==> src/rtl/PECfg.sv <==
// rtl/PECfg.sv - PE configuration package: pixel sender state, config bundle, FIFO depth
package PECfg;
  localparam int PConfDWd      = 8;
  localparam int PGbAWd        = 12;
  localparam int SendFifoDepth = 2;

  typedef enum logic [1:0] {IDLE, RUN, DRAIN} SendState;

  typedef struct packed {
    logic [PGbAWd-1:0]   base;
    logic [PGbAWd-1:0]   chstride;
    logic [PConfDWd-1:0] pch;
    logic [PConfDWd-1:0] cols;
    logic [PConfDWd-1:0] xb;
  } SendConf;
endpackage

==> src/rtl/pix_skid_fifo.sv <==
// rtl/pix_skid_fifo.sv - 2-entry skid FIFO with occupancy count; head is registered
module pix_skid_fifo
  import PECfg::*;
#(
  parameter int W = 17
) (
  input  logic         i_clk,
  input  logic         i_rstn,
  input  logic         i_push,
  input  logic [W-1:0] i_data,
  input  logic         i_pop,
  output logic [W-1:0] o_data,
  output logic         o_valid,
  output logic [1:0]   o_count
);
  logic [W-1:0] r_mem [SendFifoDepth];
  logic         r_wptr;
  logic         r_rptr;
  logic [1:0]   r_count;

  always_ff @(posedge i_clk or negedge i_rstn) begin
    if (!i_rstn) begin
      for (int i = 0; i < SendFifoDepth; i++) r_mem[i] <= '0;
      r_wptr  <= 1'b0;
      r_rptr  <= 1'b0;
      r_count <= 2'd0;
    end else begin
      if (i_push) begin
        r_mem[r_wptr] <= i_data;
        r_wptr        <= ~r_wptr;
      end
      if (i_pop) r_rptr <= ~r_rptr;
      r_count <= r_count + {1'b0, i_push} - {1'b0, i_pop};
    end
  end

  assign o_data  = r_mem[r_rptr];
  assign o_valid = (r_count != 2'd0);
  assign o_count = r_count;
endmodule

==> src/rtl/pe_pix_sender.sv <==
// rtl/pe_pix_sender.sv - streams one channel-major tile from the global buffer into a PE pixel port
module pe_pix_sender
  import PECfg::*;
#(
  parameter int DWD = 16,
  parameter int AWD = 12,
  parameter int CWD = 8
) (
  input  logic           i_clk,
  input  logic           i_rstn,
  input  logic           i_start,
  input  logic [AWD-1:0] i_base,
  input  logic [AWD-1:0] i_conf_chstride,
  input  logic [CWD-1:0] i_conf_pch,
  input  logic [CWD-1:0] i_conf_cols,
  input  logic [CWD-1:0] i_conf_xb,
  output logic           o_busy,
  output logic           o_done,
  output logic           o_buf_read,
  output logic [AWD-1:0] o_buf_raddr,
  input  logic [DWD-1:0] i_buf_rdata,
  output logic [DWD-1:0] o_pix,
  output logic           o_pix_rdy,
  output logic           o_pix_last,
  input  logic           i_pix_ack
);
  localparam logic [CWD-1:0] C_ONE = CWD'(1);
  localparam logic [AWD-1:0] A_ONE = AWD'(1);

  SendState       r_state, w_state_nxt;
  SendConf        r_conf;
  logic [CWD-1:0] r_b, r_ch, r_col;
  logic [AWD-1:0] r_colbase, r_chbase, r_addr;
  logic           r_inflight, r_inflight_last, r_done;

  logic           w_pop, w_zero, w_issue, w_last_issue;
  logic           w_b_end, w_ch_end, w_col_end;
  logic [1:0]     w_count;
  logic           w_fifo_valid;
  logic [DWD:0]   w_head;
  logic [AWD-1:0] w_next_ch, w_next_col;

  assign w_pop        = o_pix_rdy & i_pix_ack;
  assign w_zero       = (i_conf_pch == '0) || (i_conf_cols == '0) || (i_conf_xb == '0);
  assign w_b_end      = (r_b   == r_conf.xb   - C_ONE);
  assign w_ch_end     = (r_ch  == r_conf.pch  - C_ONE);
  assign w_col_end    = (r_col == r_conf.cols - C_ONE);
  assign w_next_ch    = r_chbase + r_conf.chstride;
  assign w_next_col   = r_colbase + AWD'(r_conf.xb);
  // Occupancy plus the in-flight word, net of this cycle's pop, must leave room for one more.
  assign w_issue      = (r_state == RUN) &&
                        (({1'b0, w_count} + {2'b0, r_inflight} - {2'b0, w_pop}) < 3'd2);
  assign w_last_issue = w_issue && w_b_end && w_ch_end && w_col_end;

  always_ff @(posedge i_clk or negedge i_rstn) begin
    if (!i_rstn) r_state <= IDLE;
    else         r_state <= w_state_nxt;
  end

  always_comb begin
    w_state_nxt = r_state;
    case (r_state)
      IDLE:    if (i_start && !w_zero) w_state_nxt = RUN;
      RUN:     if (w_last_issue) w_state_nxt = DRAIN;
      DRAIN:   if (w_pop && o_pix_last) w_state_nxt = IDLE;
      default: w_state_nxt = IDLE;
    endcase
  end

  always_ff @(posedge i_clk or negedge i_rstn) begin
    if (!i_rstn) begin
      r_conf          <= '0;
      r_b             <= '0;
      r_ch            <= '0;
      r_col           <= '0;
      r_colbase       <= '0;
      r_chbase        <= '0;
      r_addr          <= '0;
      r_inflight      <= 1'b0;
      r_inflight_last <= 1'b0;
      r_done          <= 1'b0;
    end else begin
      r_inflight      <= w_issue;
      r_inflight_last <= w_last_issue;
      r_done          <= ((r_state == IDLE) && i_start && w_zero) ||
                         ((r_state == DRAIN) && w_pop && o_pix_last);
      if ((r_state == IDLE) && i_start) begin
        r_conf    <= '{base: i_base, chstride: i_conf_chstride, pch: i_conf_pch,
                       cols: i_conf_cols, xb: i_conf_xb};
        r_b       <= '0;
        r_ch      <= '0;
        r_col     <= '0;
        r_colbase <= i_base;
        r_chbase  <= i_base;
        r_addr    <= i_base;
      end else if (w_issue) begin
        if (!w_b_end) begin
          r_b    <= r_b + C_ONE;
          r_addr <= r_addr + A_ONE;
        end else if (!w_ch_end) begin
          r_b      <= '0;
          r_ch     <= r_ch + C_ONE;
          r_chbase <= w_next_ch;
          r_addr   <= w_next_ch;
        end else begin
          r_b       <= '0;
          r_ch      <= '0;
          r_col     <= r_col + C_ONE;
          r_colbase <= w_next_col;
          r_chbase  <= w_next_col;
          r_addr    <= w_next_col;
        end
      end
    end
  end

  pix_skid_fifo #(.W(DWD + 1)) u_fifo (
    .i_clk   (i_clk),
    .i_rstn  (i_rstn),
    .i_push  (r_inflight),
    .i_data  ({r_inflight_last, i_buf_rdata}),
    .i_pop   (w_pop),
    .o_data  (w_head),
    .o_valid (w_fifo_valid),
    .o_count (w_count)
  );

  assign o_busy      = (r_state != IDLE);
  assign o_done      = r_done;
  assign o_buf_read  = w_issue;
  assign o_buf_raddr = r_addr;
  assign o_pix       = w_head[DWD-1:0];
  assign o_pix_rdy   = w_fifo_valid;
  assign o_pix_last  = w_fifo_valid & w_head[DWD];
endmodule

==> config.mk <==
export PLATFORM = sky130hd
export DESIGN_NAME = pe_pix_sender
export DESIGN_NICKNAME = d
export VERILOG_FILES = /design/src/rtl/PECfg.sv /design/src/rtl/pix_skid_fifo.sv /design/src/rtl/pe_pix_sender.sv
export SDC_FILE = /design/constraint.sdc
export NUM_CORES = 1
export LEC_CHECK = 0
export ABC_AREA = 1
export CORE_MARGIN = 2
export CORE_UTILIZATION = 33
export CTS_CLUSTER_DIAMETER = 40
export DETAILED_ROUTE_END_ITERATION = 6
export GPL_TIMING_DRIVEN = 1
export SLEW_MARGIN = 30
export SYNTH_ARGS = -nofsm -noshare
export SYNTH_HDL_FRONTEND = slang
export SYNTH_SLANG_ARGS = --single-unit
==> constraint.sdc <==
create_clock -name i_clk -period 3 [get_ports i_clk]
set_input_delay 0.6 -clock i_clk [delete_from_list [all_inputs] [get_ports i_clk]]
set_output_delay 0.6 -clock i_clk [all_outputs]
set_load 0.02 [all_outputs]
==> out/results.ini <==
[logic_synthesis]
ys_ff_latch = 139
synth_edf_count = 0
synth.most_common_cell = nand2_1
synth.distinct_cells = 42
async_flop_share_pct = 100.0
syn_avg_cell_area_sq_um = 7.132
syn_nets = 1290
synth_area_leader_cell = dfrtp_1
yosys_warnings = 0
synthTopCellsByArea = dfrtp_1 41%, nand2_1 21%, inv_1 5.1%
synthCells = 1192
synth_common_cells = 471 x nand2_1, 139 x dfrtp_1, 115 x inv_1
yosysTopAreaCellShare_pct = 40.91
syn_area_sq_um = 8502
synth-main-ff-cell = dfrtp_1
yosysSeqAreaShare_pct = 40.91

[sta]
fin_skew_ns = 0.008502
rsz0062_at_grt = no
worstMarginPinSlew_ns = 0.7124
period_share_pct = 89.44
final-hold-violation-count = 0
slew_headroom_pct = 52.51
period_needed_ns = 2.683
slew_violations = 0
setup_viol = 0
max_freq_mhz = 372.7
worst_slack_ns = 0.3169

[placement]
hpwl_um = 16990
place_congestion = 0.8851
placed_cells = 1624
numPortBuffers = 100
pre_cts_ws_ns = -0.4982

[critical_path]
start_kind = register
worstReg2RegStart = u_fifo.o_count[1]$_DFF_PN0_
ff2ff_path_depth = 15
critPathRequiredTime_ns = 2.40
r2r_setup_slack_ns = 0.48
cp-end-kind = primary output
r2r_end = r_colbase[11]$_DFFE_PN0P_
worstSetupPathType = reg2out
cp_max_fo = 2
worst_ep_arrival_time_ns = 2.08

[detailed_routing]
post_drt_wl_per_cell_um = 13.67
vias_per_cell = 4.733
dr_wl_met2_um = 9887
wl_um = 22620
dr.max_layer_used = met4
drtIter0Drc = 559
drc = 0
antenna_left = 0
firstDrtPassIters = 5
vias = 7833
wl_met1_um = 11280
wl_met3_um = 1031

[worst_hold_path]
hold_path.class = in2async

[clocking]
cts_sinks = 139
clockBufferDepth = 2
cts_tree = done
cts_max_level = 4
cts_root_buf = clkbuf_16
clkTransAtPathRegs_ns = 0.06
clk_latency_ns = 0.42
cts_made_buffers = 17

[grt]
grt_pass1_vias = 7477
grt_max_degree = 56
overflow = 0
grt_pass1_wl_um = 37490
antenna_found_initial = 0
grt_util_all_layers_pct = 17.59

[floorplanning]
core_sq_um = 25250
fp.dieH_um = 164.5
start_util_pct = 33.67
num_io_pins = 101
rows = 58
fp.dieW_um = 164.5
die-area_sq_um = 27060

[layout]
final_cells = 1655
antenna_cells = 0
fillers = 2618
layout-drive-gt1-share_pct = 6.642
area_growth_pct = 25.80
fin_nets = 1411

[run]
max_cap_viol_count = 0

[pwr]
power_density_nw_per_um2 = 1054
p_sw_mw = 5.013
pwr-share-clk_pct = 17.3
power.internal_mw = 6.256
p_comb_share_pct = 53.3
seqPwrFrac_pct = 29.5
power_leakage_nw = 5.435
irDropWorstVdd_mv = 0.4546
sw_frac_of_total_pct = 44.48

[run_status]
outcome = completed

layout make-up:
cell class / count / area [sq um] / share of cell area, %
clock inverter: 10 / 70.07 / 0.6551
timing repair buffer: 134 / 1370 / 12.81
tap: 330 / 412.9 / 3.861
sequential: 139 / 3478 / 32.52
clock buffer: 21 / 470.5 / 4.399
multi-input combinational: 902 / 4444 / 41.55
inverter: 119 / 449.2 / 4.200
per-stage QoR:
step           util, %  hold WS [ns]  total power [mW]  instance area (sq um)  TNS [ns]
3_5_place_dp     40.17        0.4661             9.342                  10140    -8.579
5_1_grt          42.35        0.1416             12.36                  10700         0
4_1_cts          42.30        0.1271             11.34                  10680         0
6_report         42.35        0.1212             11.27                  10700         0
2_1_floorplan        -        0.3044             7.269                   8502         0
3_3_place_gp     40.16        0.4606             9.243                  10140    -9.371
per-layer routing:
layer | vias up | GRT usage (%)
met5 | - | 0
met3 | 27 | 3.290
met2 | 182 | 27.82
met4 | 0 | 5.020
met1 | 3610 | 24.60
li1 | 4014 | -
kinds of logic (layout without fill, tap and decap cells):
| logic type | after synthesis | count (layout) | share of synthesized area, % |
|---|---|---|---|
| flip-flops | 139 | 139 | 40.91 |
| buffers and inverters | 151 | 284 | 7.020 |
| AND/OR/NAND/NOR | 690 | 690 | 33.45 |
| AO/OA/AOI/OAI | 122 | 122 | 7.756 |
| XOR/XNOR | 60 | 60 | 6.181 |
| adder cells (fa/ha/maj) | 30 | 30 | 4.680 |
flip-flops by register name, summed over array words and instances, names as in the netlist:
| name | cells |
|---|---|
| r_state | 2 |
| r_b | 8 |
| r_inflight_last | 1 |
| r_colbase | 12 |
| u_fifo.r_wptr | 1 |
| o_buf_raddr | 12 |
| o_done | 1 |
| r_col | 8 |
| u_fifo.r_rptr | 1 |
| r_ch | 8 |
| u_fifo.r_mem | 34 |
| r_inflight | 1 |
| r_chbase | 12 |
| r_conf | 36 |
| u_fifo.o_count | 2 |
placed cells by master (no fill, tap or decap), types with 17 or more instances in the layout:
| cell | instances |
|---|---|
| nand2_1 | 469 |
| clkbuf_16 | 17 |
| buf_4 | 26 |
| ha_1 | 26 |
| inv_1 | 113 |
| nor2_1 | 91 |
| o21ai_0 | 68 |
| nand3_1 | 75 |
| dfrtp_1 | 139 |
| a21oi_1 | 30 |
| clkdlybuf4s50_1 | 97 |
| xor2_1 | 44 |
timing repair:
| item | 4_1_cts | 5_1_grt |
|---|---|---|
| pin swaps | 0 | 1 |
| setup buffers | 0 | 0 |
| hold buffers | 0 | 0 |
| setup endpoints to repair | 1 | 14 |
| resized for setup | 6 | 3 |
worst max-delay path, stage by stage, from the launching register on:
cell and delay (ns):
dfrtp_1 0.39, nand3_2 0.08, o21ai_0 0.09, ha_2 0.19, fa_1 0.37, xnor2_1 0.14, nor2_1 0.09, nand2_1 0.09
inv_2 0.09, buf_4 0.14
power groups by stage:
stage                     sequential [mW]  combinational, mW  clock, mW
after detailed placement             3.33               6.01          0
after global placement               3.33               5.92          0
after global routing                 3.43               6.86       2.06
final                                3.32               6.00       1.95
after CTS                            3.31               6.04       1.99
after floorplan                      3.23               4.04          0
how the worst max path moves through the flow:
stage,slack (ns),start,end
floorplan,0.39,i_pix_ack,o_buf_raddr[9]$_DFFE_PN0P_
global placement,-0.53,i_pix_ack,o_buf_read
detailed placement,-0.50,i_pix_ack,o_buf_read
CTS,0.004,i_pix_ack,o_buf_read
global route,0.13,u_fifo.o_count[0]$_DFF_PN0_,o_buf_read
finish,0.32,u_fifo.o_count[1]$_DFF_PN0_,o_buf_read
Note: power is estimated with default switching activity, not from simulation.
